**config.mk**
```make
export PLATFORM = sky130hd
export DESIGN_NAME = step_cmd_gen
export DESIGN_NICKNAME = d
export VERILOG_FILES = /design/src/rtl/step_cmd_gen.sv
export SDC_FILE = /design/constraint.sdc
export NUM_CORES = 1
export LEC_CHECK = 0
export CAP_MARGIN = 0
export CELL_PAD_IN_SITES_DETAIL_PLACEMENT = 1
export CELL_PAD_IN_SITES_GLOBAL_PLACEMENT = 2
export CORE_UTILIZATION = 35
export CTS_CLUSTER_DIAMETER = 40
export DETAILED_ROUTE_END_ITERATION = 8
export GPL_ROUTABILITY_DRIVEN = 0
export MAX_ROUTING_LAYER = met4
export PLACE_DENSITY_LB_ADDON = 0.1
export SLEW_MARGIN = 20
export SYNTH_ARGS = -nofsm -noshare
export SYNTH_HDL_FRONTEND = slang
export SYNTH_SLANG_ARGS = --single-unit
```
**constraint.sdc**
```tcl
create_clock -name clk -period 2.45 [get_ports clk]
set_input_delay 0.6125 -clock clk [delete_from_list [all_inputs] [get_ports clk]]
set_output_delay 0.6125 -clock clk [all_outputs]
set_load 0.03 [all_outputs]
```
**src/rtl/step_cmd_gen.sv**
```systemverilog
// step_cmd_gen: debounced push-button to single-cycle step strobe (ena) with direction (up).
// Define AUTO_REPEAT_EN to re-fire every REPEAT_CYCLES+1 cycles while the firing button stays held.
module step_cmd_gen #(
    parameter int DEBOUNCE_CYCLES = 4,
    parameter int REPEAT_CYCLES   = 8
) (
    input  logic clk,
    input  logic rst,
    input  logic btn_up,
    input  logic btn_dn,
    output logic ena,
    output logic up,
    output logic busy
);
    typedef enum logic [2:0] {IDLE, DEB_UP, DEB_DN, FIRE, HOLD, REL} state_t;

    localparam logic [7:0] DEB_LAST = 8'(DEBOUNCE_CYCLES - 1);
    localparam logic [7:0] REP_LAST = 8'(REPEAT_CYCLES - 1);

    if (DEBOUNCE_CYCLES < 1 || DEBOUNCE_CYCLES > 255 || REPEAT_CYCLES < 1 || REPEAT_CYCLES > 255) begin : g_bad_param
        $error("step_cmd_gen: DEBOUNCE_CYCLES and REPEAT_CYCLES must be in 1..255");
    end

    state_t state, nxt;
    logic [7:0] cnt, cnt_nxt;
    logic up_nxt, up_m, up_s, dn_m, dn_s;
    logic sole_up, sole_dn, rel, same;

    assign sole_up = up_s & ~dn_s;
    assign sole_dn = dn_s & ~up_s;
    assign rel     = ~up_s & ~dn_s;
    assign same    = up ? sole_up : sole_dn;

    always_ff @(posedge clk or negedge rst) begin
        if (!rst) begin
            {up_m, up_s, dn_m, dn_s} <= '0;
            state <= IDLE;
            cnt   <= '0;
            up    <= 1'b0;
        end else begin
            {up_m, up_s, dn_m, dn_s} <= {btn_up, up_m, btn_dn, dn_m};
            state <= nxt;
            cnt   <= cnt_nxt;
            up    <= up_nxt;
        end
    end

    // cnt clears by default; only the counting branches advance it
    always_comb begin
        nxt     = state;
        cnt_nxt = 8'd0;
        up_nxt  = up;
        case (state)
            IDLE:   nxt = sole_up ? DEB_UP : sole_dn ? DEB_DN : IDLE;
            DEB_UP: if (!sole_up) nxt = IDLE;
                    else if (cnt == DEB_LAST) begin nxt = FIRE; up_nxt = 1'b1; end
                    else cnt_nxt = cnt + 8'd1;
            DEB_DN: if (!sole_dn) nxt = IDLE;
                    else if (cnt == DEB_LAST) begin nxt = FIRE; up_nxt = 1'b0; end
                    else cnt_nxt = cnt + 8'd1;
            FIRE:   nxt = HOLD;
`ifdef AUTO_REPEAT_EN
            HOLD:   if (rel) nxt = REL;
                    else if (same) begin
                        if (cnt == REP_LAST) nxt = FIRE;
                        else cnt_nxt = cnt + 8'd1;
                    end
`else
            HOLD:   nxt = rel ? REL : HOLD;
`endif
            REL:    if (!rel) nxt = HOLD;
                    else if (cnt == DEB_LAST) nxt = IDLE;
                    else cnt_nxt = cnt + 8'd1;
            default: nxt = IDLE;
        endcase
    end

    always_comb begin
        ena  = state == FIRE;
        busy = state != IDLE;
    end

`ifndef AUTO_REPEAT_EN
    logic unused_rep;
    assign unused_rep = &{1'b0, same, REP_LAST};
`endif
endmodule
```
==> qor.yml, run 1 <==
outcome: "finished clean"
design_area_um2: 856
nets: 82
ir_drop_uv: 362
drive_above_1_share: 0.0921
cp.arrival_ns: 1.72
clock_path_buffers: 2
reg2reg_to: "up"
clock_latency_ns: 0.29
cts_buffers: 3
pin_count: 7
path_class: "reg -> out"
drt_iter0_markers: 5
grt_max_degree: 17
syn_nets: 70
yosysWarnings: 0
port_buffers: 6
ctsHtreeMaxLevel: 1
rsz0062_at_grt: "no"
post-cts-setup-buffers: 0
max_freq_ghz: 0.429
synth-seq-cells: 16
r2r_setup_slack_ns: 0.59
hold_violations: 0
avgSynthCellArea_um2: 11.0
maxCapViolCount: 0
ys_seq_area_frac: 0.557
syn2layout_area_growth_pct: 19.2
die_w_um: 47.3
critPathCapture: "busy"
cts_root_buffer: "clkbuf_4"
leakage_nw: 0.364
placed_area_um2: 820
grt_overflow_total: 0
grtUsageTotal: 0.153
dp_hpwl_um: 956
power_mw: 0.613
syn_inst: 65
finalSetupViolCount: 0
remaining_drc_errors: 0
whs_path_depth: 0
worst_hold_slack_ns: 0.361
cp_max_fo: 8
hold_path.class: "reg -> reg"
coreArea_um2: 1940
timing.rr.start: "cnt[0]"
die-area_um2: 2240
num_antenna_cells: 0
placedCellCount: 99
antenna_found_initial: 0
yosys.area.top_type: "dfrtp_1"
synth.area.top_cells: "dfrtp_1 56%, nor3_1 4.2%, nor2_1 3.7%"
r2r_cells: 5
cts_sinks: 16
fin_worst_skew_ns: 0.00453
initial_core_util: 0.370
finalCriticalPeriod_ns: 2.33
worstSetupStartpoint: "state[2]"
syn_area_um2: 718
grt_pass1_vias: 458
worstPathRequired_ns: 1.84
dr_total_vias: 514
final_util: 0.441
worst_slack_ns: 0.119
fin_cells: 103
drtAntennaViolNets: 0
tritoncts: "done"
drv_slew: 0
yosysTopAreaCellShare: 0.557
clk_pin_slew_worst_paths_ns: 0.10
slew_headroom: 0.531
wirelength_um: 1300
ys_types: 22
wire_per_inst_um: 12.6
critPathLaunchType: "register"
dr.pass1.iters: 3
grt_pass1_wl_um: 2160
routed_via_density: 4.99
holdBufCountCts: 0
power_density_nw_per_um2: 717
num_rows: 16
cts_resized: 0
die_h_um: 47.3
worst_pin_slew_ns: 0.701
tns_ns: 0
endpoint_kind: "primary output"
dp_slack_ns: 0.436
finalCritPeriodShare: 0.951
==> worst min-delay path by stage <==
stage               start     end  slack (ns)
finish               dn_m    dn_s        0.36
floorplan             rst  cnt[0]        0.32
CTS                  dn_m    dn_s        0.36
global route         dn_m    dn_s        0.38
detailed placement   dn_m    dn_s        0.34
global placement     dn_m    dn_s        0.33
==> synthesized netlist by cell type <==
cell	n
ha_1	1
nor2_1	7
inv_1	1
and3_1	1
nand2_1	6
o22a_1	1
nor4bb_1	1
dfrtp_1	16
xnor2_1	3
or3_1	1
nor3_1	6
or4b_4	1
and3b_1	1
nor4_4	1
nor2b_1	3
a21o_1	2
nand3b_1	1
nor3b_1	1
o2bb2ai_1	1
nand3_1	5
a31oi_1	2
xor2_1	3
==> worst max-delay path: stages, from the launching register on <==
cell             delay [ns]
dfrtp_1                0.46
or3_1                  0.38
clkdlybuf4s50_1        0.59
==> metal layers <==
| layer | GRT usage | routed length, µm |
|---|---|---|
| met1 | 0.222 | 701 |
| met2 | 0.181 | 529 |
| met3 | 0.0462 | 33 |
| met4 | 0.0857 | 32 |
| met5 | - | 0 |
==> power breakdown <==
part / internal, mW / switching, mW
Clock: 0.0905 / 0.0849
Sequential: 0.285 / 0.0305
Combinational: 0.0572 / 0.0650
==> registers in the layout (all words and copies together) (netlist names) <==
name,flops
up_s,1
dn_s,1
state,3
up_m,1
cnt,8
dn_m,1
up,1
==> logic make-up (layout without fill, tap and decap cells) <==
family,count (synthesis),in the layout,share of synthesized area
buf+inv,1,12,0.00522
compound gates,6,6,0.0627
xor+xnor,6,6,0.0732
simple gates,35,35,0.284
fa+ha+maj,1,1,0.0174
flops,16,16,0.557
==> cell type report <==
type / instances / area (µm²)
inverters: 1 / 3.75
repair buffers: 7 / 67.6
multi-input cells: 48 / 314
clock buffers: 4 / 36.3
well taps: 27 / 33.8
fillers: 227 / 1090
flip-flops and latches: 16 / 400
==> cells in the final DEF (no fill, tap or decap), types with 2 or more instances in the layout <==
cell type,synthesis,layout
dfrtp_1,16,16
nor2_1,7,7
nand2_1,6,6
nor3_1,6,6
clkdlybuf4s50_1,0,6
nand3_1,5,5
nor2b_1,3,3
xnor2_1,3,3
xor2_1,3,3
clkbuf_4,0,3
a31oi_1,2,2
a21o_1,2,2
(Power assumes the default switching activity.)
==> run 2, diff against run 1 <==
--- a/config.mk
+++ b/config.mk
@@ -5,7 +5,7 @@
 export SDC_FILE = /design/constraint.sdc
 export NUM_CORES = 1
 export LEC_CHECK = 0
-export CAP_MARGIN = 0
+export CAP_MARGIN = 20
 export CELL_PAD_IN_SITES_DETAIL_PLACEMENT = 1
 export CELL_PAD_IN_SITES_GLOBAL_PLACEMENT = 2
 export CORE_UTILIZATION = 35
==> results of run 2 <==
Final layout, timing and power as in run 1 (identical DEF).
